`src/rtl/uart_pkg.sv`:
```
// uart_pkg: state encoding and bit-timing constants shared by the UART FSMs.
package uart_pkg;

  typedef enum logic [2:0] {IDLE, START, DATA, PARITY, STOP} uart_state_t;

  localparam int START_SAMPLE = 7;
  localparam int BIT_TICKS    = 16;
  localparam int TICK_CW      = 6;  // tick counter width, covers stop lengths up to 64 ticks

endpackage

```
`src/rtl/uart_fifo.sv`:
```
// uart_fifo: first-word-fall-through FIFO with registered full/empty.
// Writes while full are dropped even if a read happens in the same cycle.
module uart_fifo
  import uart_pkg::*;
#(
  parameter int DATA_WIDTH = 8,
  parameter int FIFO_AW    = 4
) (
  input  logic                  clk,
  input  logic                  reset,
  input  logic                  wr,
  input  logic [DATA_WIDTH-1:0] wr_data,
  input  logic                  rd,
  output logic [DATA_WIDTH-1:0] rd_data,
  output logic                  full,
  output logic                  empty
);

  localparam int DEPTH = 2 ** FIFO_AW;
  localparam logic [FIFO_AW:0] FULL_CNT = {1'b1, {FIFO_AW{1'b0}}};

  logic [DATA_WIDTH-1:0] mem [DEPTH];
  logic [FIFO_AW-1:0]    wr_ptr, rd_ptr;
  logic [FIFO_AW:0]      count, count_n;
  logic                  wr_en, rd_en;

  assign wr_en = wr && !full;
  assign rd_en = rd && !empty;

  always_comb begin
    count_n = count;
    if (wr_en && !rd_en)      count_n = count + 1'b1;
    else if (rd_en && !wr_en) count_n = count - 1'b1;
  end

  always_ff @(posedge clk) begin
    if (reset) begin
      wr_ptr <= '0;
      rd_ptr <= '0;
      count  <= '0;
      full   <= 1'b0;
      empty  <= 1'b1;
    end else begin
      if (wr_en) wr_ptr <= wr_ptr + 1'b1;
      if (rd_en) rd_ptr <= rd_ptr + 1'b1;
      count <= count_n;
      full  <= (count_n == FULL_CNT);
      empty <= (count_n == '0);
    end
  end

  always_ff @(posedge clk) begin
    if (wr_en) mem[wr_ptr] <= wr_data;
  end

  // Head reads as zero while empty so stale entries never leak out after reset.
  assign rd_data = empty ? '0 : mem[rd_ptr];

endmodule

```
`src/rtl/uart_fifo_core.sv`:
```
// uart_fifo_core: buffered UART with runtime baud divisor, TX/RX FIFOs and sticky errors.
// Define UART_PARITY_EN to add a parity bit and the parity_odd / parity_err ports.
//
// state  | meaning
// IDLE   | line idle; RX waits for a falling edge, TX waits for FIFO data
// START  | start bit (RX resamples at mid-bit to reject glitches)
// DATA   | DATA_WIDTH bits, LSB first, 16 ticks each
// PARITY | parity bit, 16 ticks (UART_PARITY_EN builds only)
// STOP   | stop bit, SB_TICK ticks
module uart_fifo_core
  import uart_pkg::*;
#(
  parameter int DATA_WIDTH = 8,
  parameter int SB_TICK    = 16,
  parameter int FIFO_AW    = 4,
  parameter int DVSR_WIDTH = 11
) (
  input  logic                  clk,
  input  logic                  reset,
  input  logic [DVSR_WIDTH-1:0] dvsr,
  input  logic                  rx,
  output logic                  tx,
  input  logic                  tx_wr,
  input  logic [DATA_WIDTH-1:0] tx_data,
  output logic                  tx_full,
  output logic                  tx_empty,
  output logic                  tx_busy,
  input  logic                  rx_rd,
  output logic [DATA_WIDTH-1:0] rx_data,
  output logic                  rx_full,
  output logic                  rx_empty,
  output logic                  rx_overrun,
  output logic                  frame_err,
`ifdef UART_PARITY_EN
  input  logic                  parity_odd,
  output logic                  parity_err,
`endif
  input  logic                  clr_err
);

  localparam int NW = (DATA_WIDTH > 1) ? $clog2(DATA_WIDTH) : 1;
  localparam logic [TICK_CW-1:0] MID_CNT   = TICK_CW'(START_SAMPLE);
  localparam logic [TICK_CW-1:0] BIT_LAST  = TICK_CW'(BIT_TICKS - 1);
  localparam logic [TICK_CW-1:0] STOP_LAST = TICK_CW'(SB_TICK - 1);
  localparam logic [NW-1:0]      BITS_LAST = NW'(DATA_WIDTH - 1);
`ifdef UART_PARITY_EN
  localparam uart_state_t AFTER_DATA = PARITY;
`else
  localparam uart_state_t AFTER_DATA = STOP;
`endif

  // >= compare lets a shrinking divisor take effect at once instead of wrapping.
  logic [DVSR_WIDTH-1:0] tick_cnt;
  logic                  tick;
  assign tick = (tick_cnt >= dvsr);

  always_ff @(posedge clk) begin
    if (reset) tick_cnt <= '0;
    else       tick_cnt <= tick ? '0 : tick_cnt + 1'b1;
  end

  logic                  tx_pop, rx_push;
  logic [DATA_WIDTH-1:0] tx_head;

  uart_fifo #(.DATA_WIDTH(DATA_WIDTH), .FIFO_AW(FIFO_AW)) u_tx_fifo (
    .clk(clk), .reset(reset), .wr(tx_wr), .wr_data(tx_data),
    .rd(tx_pop), .rd_data(tx_head), .full(tx_full), .empty(tx_empty)
  );

  uart_state_t           rx_state, rx_state_n;
  logic [TICK_CW-1:0]    rx_scnt, rx_scnt_n;
  logic [NW-1:0]         rx_ncnt, rx_ncnt_n;
  logic [DATA_WIDTH-1:0] rx_shift, rx_shift_n;
  logic [1:0]            rx_sync;
  logic                  rx_s, frame_set;
`ifdef UART_PARITY_EN
  logic                  par_set;
`endif

  uart_fifo #(.DATA_WIDTH(DATA_WIDTH), .FIFO_AW(FIFO_AW)) u_rx_fifo (
    .clk(clk), .reset(reset), .wr(rx_push), .wr_data(rx_shift),
    .rd(rx_rd), .rd_data(rx_data), .full(rx_full), .empty(rx_empty)
  );

  assign rx_s = rx_sync[1];

  always_ff @(posedge clk) begin
    if (reset) begin
      rx_sync  <= 2'b11;
      rx_state <= IDLE;
      rx_scnt  <= '0;
      rx_ncnt  <= '0;
      rx_shift <= '0;
    end else begin
      rx_sync  <= {rx_sync[0], rx};
      rx_state <= rx_state_n;
      rx_scnt  <= rx_scnt_n;
      rx_ncnt  <= rx_ncnt_n;
      rx_shift <= rx_shift_n;
    end
  end

  always_comb begin
    rx_state_n = rx_state;
    rx_scnt_n  = rx_scnt;
    rx_ncnt_n  = rx_ncnt;
    rx_shift_n = rx_shift;
    rx_push    = 1'b0;
    frame_set  = 1'b0;
`ifdef UART_PARITY_EN
    par_set    = 1'b0;
`endif
    case (rx_state)
      IDLE: if (!rx_s) begin
        rx_state_n = START;
        rx_scnt_n  = '0;
      end
      START: if (tick) begin
        if (rx_scnt == MID_CNT) begin
          rx_state_n = rx_s ? IDLE : DATA;
          rx_scnt_n  = '0;
          rx_ncnt_n  = '0;
        end else rx_scnt_n = rx_scnt + 1'b1;
      end
      DATA: if (tick) begin
        if (rx_scnt == BIT_LAST) begin
          rx_scnt_n  = '0;
          rx_shift_n = {rx_s, rx_shift[DATA_WIDTH-1:1]};
          if (rx_ncnt == BITS_LAST) rx_state_n = AFTER_DATA;
          else                      rx_ncnt_n  = rx_ncnt + 1'b1;
        end else rx_scnt_n = rx_scnt + 1'b1;
      end
`ifdef UART_PARITY_EN
      PARITY: if (tick) begin
        if (rx_scnt == BIT_LAST) begin
          rx_scnt_n  = '0;
          rx_state_n = STOP;
          par_set    = rx_s ^ (^rx_shift) ^ parity_odd;
        end else rx_scnt_n = rx_scnt + 1'b1;
      end
`endif
      STOP: if (tick) begin
        if (rx_scnt == STOP_LAST) begin
          rx_state_n = IDLE;
          rx_push    = rx_s;
          frame_set  = !rx_s;
        end else rx_scnt_n = rx_scnt + 1'b1;
      end
      default: rx_state_n = IDLE;
    endcase
  end

  uart_state_t           tx_state, tx_state_n;
  logic [TICK_CW-1:0]    tx_scnt, tx_scnt_n;
  logic [NW-1:0]         tx_ncnt, tx_ncnt_n;
  logic [DATA_WIDTH-1:0] tx_shift, tx_shift_n;
  logic                  tx_line;
`ifdef UART_PARITY_EN
  logic                  tx_par, tx_par_n;
`endif

  always_ff @(posedge clk) begin
    if (reset) begin
      tx_state <= IDLE;
      tx_scnt  <= '0;
      tx_ncnt  <= '0;
      tx_shift <= '0;
      tx       <= 1'b1;
      tx_busy  <= 1'b0;
`ifdef UART_PARITY_EN
      tx_par   <= 1'b0;
`endif
    end else begin
      tx_state <= tx_state_n;
      tx_scnt  <= tx_scnt_n;
      tx_ncnt  <= tx_ncnt_n;
      tx_shift <= tx_shift_n;
      tx       <= tx_line;
      tx_busy  <= (tx_state != IDLE);
`ifdef UART_PARITY_EN
      tx_par   <= tx_par_n;
`endif
    end
  end

  always_comb begin
    tx_state_n = tx_state;
    tx_scnt_n  = tx_scnt;
    tx_ncnt_n  = tx_ncnt;
    tx_shift_n = tx_shift;
    tx_line    = 1'b1;
    tx_pop     = 1'b0;
`ifdef UART_PARITY_EN
    tx_par_n   = tx_par;
`endif
    case (tx_state)
      IDLE: tx_pop = !tx_empty;
      START: begin
        tx_line = 1'b0;
        if (tick) begin
          if (tx_scnt == BIT_LAST) begin
            tx_scnt_n  = '0;
            tx_ncnt_n  = '0;
            tx_state_n = DATA;
          end else tx_scnt_n = tx_scnt + 1'b1;
        end
      end
      DATA: begin
        tx_line = tx_shift[0];
        if (tick) begin
          if (tx_scnt == BIT_LAST) begin
            tx_scnt_n  = '0;
            tx_shift_n = tx_shift >> 1;
            if (tx_ncnt == BITS_LAST) tx_state_n = AFTER_DATA;
            else                      tx_ncnt_n  = tx_ncnt + 1'b1;
          end else tx_scnt_n = tx_scnt + 1'b1;
        end
      end
`ifdef UART_PARITY_EN
      PARITY: begin
        tx_line = tx_par;
        if (tick) begin
          if (tx_scnt == BIT_LAST) begin
            tx_scnt_n  = '0;
            tx_state_n = STOP;
          end else tx_scnt_n = tx_scnt + 1'b1;
        end
      end
`endif
      STOP: if (tick) begin
        if (tx_scnt == STOP_LAST) begin
          tx_state_n = IDLE;
          tx_pop     = !tx_empty;
        end else tx_scnt_n = tx_scnt + 1'b1;
      end
      default: tx_state_n = IDLE;
    endcase
    // Loading from STOP chains frames back to back with no idle bit.
    if (tx_pop) begin
      tx_state_n = START;
      tx_scnt_n  = '0;
      tx_shift_n = tx_head;
`ifdef UART_PARITY_EN
      tx_par_n   = (^tx_head) ^ parity_odd;
`endif
    end
  end

  always_ff @(posedge clk) begin
    if (reset) begin
      rx_overrun <= 1'b0;
      frame_err  <= 1'b0;
`ifdef UART_PARITY_EN
      parity_err <= 1'b0;
`endif
    end else begin
      if (rx_push && rx_full) rx_overrun <= 1'b1;
      else if (clr_err)       rx_overrun <= 1'b0;
      if (frame_set)          frame_err  <= 1'b1;
      else if (clr_err)       frame_err  <= 1'b0;
`ifdef UART_PARITY_EN
      if (par_set)            parity_err <= 1'b1;
      else if (clr_err)       parity_err <= 1'b0;
`endif
    end
  end

endmodule

```
`config.mk`:
```
export PLATFORM = sky130hd
export DESIGN_NAME = uart_fifo_core
export DESIGN_NICKNAME = d
export VERILOG_FILES = /design/src/rtl/uart_pkg.sv /design/src/rtl/uart_fifo.sv /design/src/rtl/uart_fifo_core.sv
export SDC_FILE = /design/constraint.sdc
export NUM_CORES = 1
export LEC_CHECK = 0
export BUFFER_PORTS_ARGS = -buffer_cell sky130_fd_sc_hd__buf_2
export CORE_MARGIN = 5
export CORE_UTILIZATION = 30
export CTS_CLUSTER_SIZE = 14
export DETAILED_ROUTE_END_ITERATION = 10
export GPL_ROUTABILITY_DRIVEN = 0
export PLACE_DENSITY_LB_ADDON = 0.05
export SETUP_SLACK_MARGIN = 0.02
export SLEW_MARGIN = 20
export SYNTH_ARGS = -nofsm -noshare
export SYNTH_HDL_FRONTEND = slang
export SYNTH_SLANG_ARGS = --single-unit
```
`constraint.sdc`:
```
create_clock -name clk -period 4.1 [get_ports clk]
set_clock_uncertainty 0.2 [all_clocks]
set_input_delay 0.205 -clock clk [delete_from_list [all_inputs] [get_ports clk]]
set_output_delay 0.205 -clock clk [all_outputs]
set_load 0.02 [all_outputs]
```
After elaboration in Yosys (flattened, before gate mapping)
Memories as Yosys holds them, arrays and structs flattened. A register that Yosys moved wholly into a read port is not among the register bits.
Index checks and enable logic that the tools add are counted.
{ "op_classes": {"n_addsub": 13, "n_lt_le_gt_ge": 1, "n_eq_ne": 41, "mux": 73, "bitwise_logic": 1, "n_reduce_logical": 44} }
{ "ops": {"columns": ["op", "count"], "rows": [
  ["$mux W3", 23],
  ["$mux W6", 11],
  ["$mux W8", 6],
  ["$ne A2 B2 Y1 const B", 19],
  ["$pmux W3 S4", 2],
  ["$pmux W6 S4", 1],
  ["$reduce_and A8 Y1", 3],
  ["$ne A3 B2 Y1 const B", 7],
  ["$mux W5", 4],
  ["$reduce_and A6 Y1", 3],
  ["$add A4 B1 Y4 const B", 4],
  ["$mux W1", 16],
  ["$mux W4", 4],
  ["$reduce_bool A2 Y1", 8],
  ["$add A6 B1 Y6 const B", 2],
  ["$eq A3 B3 Y1 const B", 4],
  ["$eq A6 B4 Y1 const B", 2],
  ["$pmux W3 S2", 2],
  ["$pmux W6 S2", 1],
  ["$add A11 B1 Y11 const B", 1],
  ["$ge A11 B11 Y1", 1],
  ["$add A5 B1 Y5 const B", 2],
  ["$eq A5 B5 Y1 const B", 2],
  ["$logic_not A5 Y1", 2],
  ["other kinds (17)", 43]
]} }
{ "totals": {"reg_bits": 87, "ramBits": 256, "input_bits": 25, "output_inout_bits": 16, "word_cells": 200, "n_memories": 2} }
{ "memory_table": {"columns": ["memory", "words", "width", "rd", "rd_ports_with_merged_regs", "write_ports", "line_no", "text"], "rows": [
  ["u_rx_fifo.mem", 16, 8, 1, 1, 1, "uart_fifo.sv:22", "logic [DATA_WIDTH-1:0] mem [DEPTH];"],
  ["u_tx_fifo.mem", 16, 8, 1, 1, 1, "uart_fifo.sv:22", null]
]} }

Depth between registers and ports, before layout
Gate-level depths: netlist of the first run.
{ "logic_depth": {"word_depth": 10, "depth_mapped": 11, "depth_no_buf": 10} }

Cells and area by module
Synthesis of the first run repeated with hierarchy kept, for this count alone.
{ "hier_totals": {"hier_cells": 1025, "hier_area_um2": 15183.3} }
{ "modules_own_cells": {"columns": ["mod", "instances", "cells_per_inst", "area_per_inst_um2", "seq_area_each_um2"], "rows": [
  ["uart_fifo", 2, 314, 5943.2, 4224.1],
  ["uart_fifo_core", 1, 397, 3296.9, 1141.1]
]} }

Least setup slack after synthesis of the first run
OpenSTA, ideal clock, no wires.
{ "synth_timing": {"path_type": "register to register", "from": "register rx_scnt[0]", "to": "memory u_rx_fifo.mem[3][0] (enable)", "setup_ns": 0.383, "arrival_ns": 2.878, "t_required_ns": 3.517, "slack_ns": 0.639, "path_stages_with_launch": 10, "n_path_buf": 2, "period_less_slack_ns": 3.461, "cell_sequence": "dfxtp_1 ha_1 nand2_2 or4b_1 buf_2 or4b_4 a21oi_4 buf_4 nand2_1 nor3_1"} }
{ "synth_via": {"elab_chain_len": 7} }
{ "synth_rtl": {"columns": ["element", "line_no", "text"], "rows": [
  ["from (decl)", "uart_fifo_core.sv:71", "logic [TICK_CW-1:0] rx_scnt, rx_scnt_n;"],
  ["from (signal assigned)", "uart_fifo_core.sv:97", "rx_scnt <= rx_scnt_n;"],
  ["$eq A6 B4 Y1", "uart_fifo_core.sv:143", "if (rx_scnt == STOP_LAST) begin"],
  ["$mux W1", "uart_fifo_core.sv:143", null],
  ["$mux W1", "uart_fifo_core.sv:142", "STOP: if (tick) begin"],
  ["$mux W1", "uart_fifo_core.sv:113", "case (rx_state)"],
  ["$logic_and A1 B1 Y1", "uart_fifo.sv:27", "assign wr_en = wr && !full;"],
  ["$mux W1", "uart_fifo.sv:53", "if (wr_en) mem[wr_ptr] <= wr_data;"],
  ["$mux W1 (not written as such)", "uart_fifo.sv:53", null],
  ["to (decl)", "uart_fifo.sv:22", null]
]} }
Every way passes these cells.

Worst setup path in the final report of the first run
{ "layout_timing": {"from": "register rx_scnt[0]", "to": "register u_rx_fifo.full"} }
{ "layout_via": {"elab_chain_len": 10, "elab_cells_between_ends": 11, "classes_between": "eq/ne: 2; mux: 5; reduce/logical: 4"} }
{ "layout_rtl": {"columns": ["element", "line_no", "text"], "rows": [
  ["$eq A6 B4 Y1 *", "uart_fifo_core.sv:143", null],
  ["$mux W1 *", "uart_fifo_core.sv:143", null],
  ["$mux W1 *", "uart_fifo_core.sv:142", null],
  ["$mux W1 *", "uart_fifo_core.sv:113", null],
  ["$logic_and A1 B1 Y1 *", "uart_fifo.sv:27", null],
  ["$logic_not A1 Y1", "uart_fifo.sv:33", "else if (rd_en && !wr_en) count_n = count - 1'b1;"],
  ["$logic_and A1 B1 Y1", "uart_fifo.sv:33", null],
  ["$mux W5", "uart_fifo.sv:33", null],
  ["$mux W5 *", "uart_fifo.sv:32", "if (wr_en && !rd_en) count_n = count + 1'b1;"],
  ["$eq A5 B5 Y1 *", "uart_fifo.sv:47", "full <= (count_n == FULL_CNT);"],
  ["to (signal assigned)", "uart_fifo.sv:47", null],
  ["to (decl)", "uart_fifo.sv:15", "output logic full,"]
]} }
Mark *: on every way between the ends. The rest lies on a longest branch, timed or not.
A chain may end at the register's enable or synchronous reset.

==> reports/results.tsv, run 1 <==
metric	value	unit
status	finished clean	
insertion_delay	540	ps
hold_depth	3	
syn_nets	991	
maxSlewHeadroom	0.353	
finalCriticalPeriod	3440	ps
clk_pin_slew	60	ps
vias	7760	
final_max_slew_viol_count	0	
grt_use_total	0.123	
fin_area	16800	um2
hpwlAfterDp	21000	um
rsz0062_at_grt	false	
path_depth	9	
hold_viol	0	
first_global_vias	8136	
avgSynthCellArea	15.4	um2
io_pins	41	
startpoint	rx_scnt[0]$_SDFFE_PP0P_	
final_cell_mix	256 x edfxtp_1, 103 x nor2_1, 93 x dfxtp_1	
critPathMaxFanout	13	
p_sw_frac	0.252	
drive_gt1_frac	0.209	
die_h	229	um
die_w	229	um
worstPathRequired	4370	ps
crit_type	reg -> reg	
final_nets	1076	
num-fill-cells	4551	
crit_path_cell_trace	ha_1 > nand2_2 > or4b_1 > or4b_4 > a21oi_4 > nand2_4 > or3_1 > a311oi_2 > nor2b_1	
synth-edff-count	256	
cpPeakStageDelay	600	ps
seqCellArea	9590	um2
rr_startpoint	rx_scnt[0]$_SDFFE_PP0P_	
p_seq_frac	0.468	
ant_nets	0	
initialDrtViolationCount	330	
antenna_found_initial	0	
grt_max_degree	42	
final_common_cell	edfxtp_1	
cts_buffers	43	
r2r_cells	9	
synth_area	14400	um2
synth-async-reset-ratio	0	
setup_viol	0	
root_buffer	clkbuf_16	
clkSinkCount	351	
syn_to_final_growth	17.2	%
io_buffers	40	
cp-end-kind	register	
crit_end	u_rx_fifo.full$_SDFF_PP0_	
intPower	0.00659	W
row_count	80	
wl_per_cell	19.1	um
hold_path_class	in -> reg	
cp_slowest_cell	or4b_1	
ys_ff_latch	351	
peakVddDrop	0.000260	V
place_area	15400	um2
critPathLaunchType	register	
syn-instance-count	934	
die_area	52400	um2
p_leak	5.89	nW
cp.arrival	3710	ps
power	0.00880	W
cts_buffer_depth	3	
synth_cell_types	54	
crit_family	simple AND/OR/NAND/NOR gates	
p_comb_frac	0.140	
diodes	0	
ys_warn_count	0	
initial_core_util	0.302	
crit_buf_inv	0	
rr_endpoint	u_rx_fifo.full$_SDFF_PP0_	
post-route-period-util	0.839	
cap_violations	0	
p_clk_frac	0.392	
multi_input_area	4510	um2
grt_pass1_wl	50200	um
tightest_slew	967	ps
cts_tree	done	
power_switching	0.00222	W
overflow	0	
powerDensity	523	nW/um2
ctsHtreeMaxLevel	2	
core	47500	um2
clock.fmax	0.291	GHz
wirelength	31900	um
routed_via_density	4.66	
drc	0	
setup_tns	0	ps
r2r_slack	660	ps
whs	194	ps
yosysSeqAreaShare	0.668	
first_pass_iters	4	
synthFlopType	edfxtp_1	
## power by group through the flow
stage	logic (W)	clock network, W	registers (W)
2_1_floorplan	0.000937	0	0.00411
3_3_place_gp	0.00126	0	0.00420
3_5_place_dp	0.00125	0	0.00420
4_1_cts	0.00126	0.00360	0.00413
5_1_grt	0.00137	0.00376	0.00415
6_report	0.00123	0.00345	0.00412
## worst min path at each step
| stage | start | endpoint | slack (ps) |
|---|---|---|---|
| 2_1_floorplan | reset | u_tx_fifo.count[4]$_SDFF_PP0_ | 90 |
| 3_3_place_gp | rx | rx_sync[0]$_SDFF_PP1_ | 190 |
| 3_5_place_dp | rx | rx_sync[0]$_SDFF_PP1_ | 200 |
| 4_1_cts | rx | rx_sync[0]$_SDFF_PP1_ | 140 |
| 5_1_grt | rx | rx_sync[0]$_SDFF_PP1_ | 200 |
| 6_report | rx | rx_sync[0]$_SDFF_PP1_ | 190 |
## per-layer routing
layer  part of all wire  global-route usage  vias to the layer above
li1                   -                   -                     3730
met1               0.46               0.166                     3897
met2               0.48               0.203                       95
met3              0.034              0.0276                       38
met4              0.018              0.0312                        0
met5                  0                   0                        -
## cell type report
class / instances / share of cell area
multi-input cells: 513 / 0.268
well taps: 615 / 0.0457
flip-flops and latches: 351 / 0.570
clock buffers: 53 / 0.0662
inverters: 28 / 0.00625
clock inverters: 24 / 0.00952
repair buffers: 82 / 0.0342
## metrics by stage
step / setup slack (ps) / utilization / instances
2_1_floorplan: 639 / - / 934
3_3_place_gp: 672 / 0.324 / 1575
3_5_place_dp: 656 / 0.324 / 1575
4_1_cts: 617 / 0.354 / 1666
5_1_grt: 408 / 0.354 / 1666
6_report: 661 / 0.354 / 1666
## timing repair
action	4_1_cts	5_1_grt
gates resized for setup	0	0
buffers inserted	0	0
endpoints found under the hold margin	151	0
endpoints found under the setup margin	0	0
hold buffers	14	0
## worst register-to-register path: stages (launching register included)
cell and delay (ps):
dfxtp_1 370, ha_1 250, nand2_2 80, or4b_1 600, or4b_4 580, a21oi_4 390
nand2_4 110, or3_1 340, a311oi_2 300, nor2b_1 150
## Yosys cell counts (2+ instances only)
library cell | instances | area share
and4_1 | 4 | 0.0024
nand4_1 | 16 | 0.0070
a31oi_1 | 3 | 0.0013
o22ai_1 | 7 | 0.0030
a32oi_1 | 2 | 0.0012
nor4_1 | 5 | 0.0022
clkbuf_1 | 24 | 0.0063
nor2_1 | 103 | 0.027
xnor2_1 | 11 | 0.0067
a21oi_1 | 25 | 0.0087
mux4_2 | 80 | 0.13
edfxtp_1 | 256 | 0.54
a221o_1 | 2 | 0.0014
a311oi_1 | 7 | 0.0043
and2_1 | 4 | 0.0017
buf_1 | 16 | 0.0042
mux2_2 | 2 | 0.0016
and3_1 | 7 | 0.0030
dfxtp_1 | 95 | 0.13
or2_2 | 5 | 0.0022
mux2i_1 | 16 | 0.011
a211oi_1 | 2 | 0.0010
o21ai_0 | 11 | 0.0038
ha_1 | 32 | 0.028
nand2_1 | 56 | 0.015
a21o_1 | 4 | 0.0021
inv_1 | 28 | 0.0073
xor2_1 | 25 | 0.015
nand2b_1 | 15 | 0.0065
or3_1 | 3 | 0.0013
nand3_1 | 12 | 0.0042
nor2b_1 | 16 | 0.0070
nor3_1 | 19 | 0.0066
## kinds of logic (layout without fill, tap and decap cells)
| kind of cell | count (synthesis) | after routing | synth area share |
|---|---|---|---|
| AOI/OAI and AO/OA | 73 | 73 | 0.0340 |
| xor gates and xnor gates | 36 | 36 | 0.0220 |
| adders and majority gates | 32 | 32 | 0.0279 |
| buffers and inverters | 70 | 187 | 0.0186 |
| DFF | 351 | 351 | 0.668 |
| muxes | 98 | 98 | 0.138 |
| and+or+nand+nor | 274 | 274 | 0.0917 |
## state kept, by name, summed over array words and instances (netlist names), 2 cells and up, named ones only
register,flops
u_tx_fifo.count,5
tx_state,3
rx_scnt,6
tx_shift,8
tx_scnt,6
u_rx_fifo.mem,128
u_tx_fifo.rd_ptr,4
tick_cnt,11
u_tx_fifo.wr_ptr,4
rx_state,3
rx_sync,2
tx_ncnt,3
u_rx_fifo.rd_ptr,4
u_rx_fifo.count,5
rx_shift,8
rx_ncnt,3
u_rx_fifo.wr_ptr,4
u_tx_fifo.mem,128
No activity file was read; power rests on OpenSTA's default activity.
==> run 2, diff against run 1 <==
clock period = 3.5 ns   (was 4.1 ns; I/O delays follow)
==> reports/results.tsv, run 2 (synthesis gave the netlist of run 1 again) <==
metric	value	unit	change
first_pass_iters	4		unchanged
cap_violations	0		unchanged
rr_startpoint	rx_scnt[0]$_SDFFE_PP0P_		
initialDrtViolationCount	460		+39%
min_from	rx		
setup_tns	0	ps	unchanged
final_cell_mix	256 x edfxtp_1, 103 x nor2_1, 93 x dfxtp_1		
die_h	229	um	unchanged
r2r_cells	8		-1
insertion_delay	560	ps	+20 ps
ctsHtreeMaxLevel	2		unchanged
initial_core_util	0.302		unchanged
cp-end-kind	register		
p_comb_frac	0.143		+0.003
worstPathRequired	3560	ps	-810 ps
io_buffers	40		unchanged
ant_nets	0		unchanged
routed_via_density	4.66		about the same
hold_path_class	in -> reg		
cp.arrival	3320	ps	-390 ps
intPower	0.00789	W	+20%
clkSinkCount	351		unchanged
pre_cts_ws	163	ps	-493 ps
root_buffer	clkbuf_16		
hold_end	rx_sync[0]$_SDFF_PP1_		
place_area	15500	um2	+0.45%
place_inst	1585		+0.63%
critPathLaunchType	register		
powerDensity	620	nW/um2	+19%
final_common_cell	edfxtp_1		
final_max_slew_viol_count	0		unchanged
final_cells	1677		+0.66%
cts_tree	done		
hpwlAfterDp	20400	um	-3.2%
cts_buffer_depth	3		unchanged
tightest_slew	860	ps	-107 ps
top_regs	u_rx_fifo.mem x128, u_tx_fifo.mem x128, tick_cnt x11		
syn_to_final_growth	18.2	%	
cts_buffers	42		-2.3%
final_nets	1085		+0.84%
die_area	52400	um2	unchanged
io_pins	41		unchanged
vias	7809		+0.63%
rr_endpoint	u_rx_fifo.mem[3][7]$_DFFE_PP_		
finalCriticalPeriod	3260	ps	-177 ps
hold_depth	3		unchanged
diodes	0		unchanged
grt_max_degree	38		-9.5%
hold_viol	0		unchanged
p_clk_frac	0.405		+0.013
wirelength	31000	um	-2.7%
post-route-period-util	0.932		+0.0933
first_global_vias	8255		+1.5%
r2r_slack	240	ps	-420 ps
die_w	229	um	unchanged
power_switching	0.00264	W	+19%
p_sw_frac	0.251		-0.000897
p_leak	5.97	nW	+1.5%
p_seq_frac	0.452		-0.016
fin_area	17000	um2	+0.92%
drive_gt1_frac	0.221		+0.0120
critPathMaxFanout	10		-3
grt_pass1_wl	49300	um	-1.7%
overflow	0		unchanged
wl_per_cell	18.5	um	-3.3%
setup_viol	0		unchanged
grt_use_total	0.120		-0.00302
core	47500	um2	unchanged
clock.fmax	0.307	GHz	+5.4%
rsz0062_at_grt	false		
maxSlewHeadroom	0.424		+0.0714
drc	0		unchanged
antenna_found_initial	0		unchanged
post-cts-setup-buffers	0		unchanged
row_count	80		unchanged
whs	145	ps	-48.5 ps
crit_type	reg -> reg		
peakVddDrop	0.000400	V	+54%
status	finished clean		
setup_ws	237	ps	-423 ps
clk_pin_slew	60	ps	about the same
==> run 2: cell type report <==
class                      instances  area, um2
multi-input combinational        513       4510
sequential                       351       9590
clock buffer                      62       1190
fill                            4525      30600
inverter                          28        105
timing repair buffer              92        651
tap                              615        769
clock inverter                    16        168
==> run 2: stage by stage <==
step	util	power [W]
after floorplan	-	0.00591
after global placement	0.326	0.00640
after detailed placement	0.326	0.00639
after CTS	0.357	0.0108
after global routing	0.357	0.0111
final	0.357	0.0105
==> run 2: power by group through the flow <==
stage	Combinational, W	Sequential [W]	Clock (W)
2_1_floorplan	0.00110	0.00481	0
3_3_place_gp	0.00154	0.00485	0
3_5_place_dp	0.00154	0.00485	0
4_1_cts	0.00155	0.00476	0.00444
5_1_grt	0.00169	0.00479	0.00461
6_report	0.00151	0.00476	0.00426
==> run 2: worst max-delay path: stages, from the launching register on <==
cell     delay, ps
dfxtp_1        360
ha_1           240
nand2_2         80
or4b_1         500
or4b_4         560
a21oi_4        360
nand2_1        230
nor3_1         210
buf_4          220
==> run 2: repair_timing <==
action                     CTS  global route
hold buffers                14             0
hold endpoints to repair   153             0
setup endpoints to repair    0             5
resized for setup            0             1
==> run 2: worst max path at each step <==
stage,slack (ps),to,from,cells past startpoint
after floorplan,40,u_rx_fifo.mem[3][0]$_DFFE_PP_,rx_scnt[0]$_SDFFE_PP0P_,9
after global placement,280,u_tx_fifo.full$_SDFF_PP0_,tick_cnt[1]$_SDFF_PP0_,9
after detailed placement,160,u_tx_fifo.full$_SDFF_PP0_,tick_cnt[1]$_SDFF_PP0_,9
after CTS,140,u_tx_fifo.empty$_SDFF_PP1_,tick_cnt[1]$_SDFF_PP0_,9
after global routing,60,u_rx_fifo.mem[3][7]$_DFFE_PP_,rx_scnt[0]$_SDFFE_PP0P_,8
final,240,u_rx_fifo.mem[3][7]$_DFFE_PP_,rx_scnt[0]$_SDFFE_PP0P_,8
==> run 2: routing by layer <==
| layer | vias to the layer above | global-route usage | part of all wire |
|---|---|---|---|
| li1 | 3743 | - | - |
| met1 | 3909 | 0.159 | 0.46 |
| met2 | 108 | 0.200 | 0.48 |
| met3 | 49 | 0.0229 | 0.035 |
| met4 | 0 | 0.0382 | 0.022 |
| met5 | - | 0 | 0 |
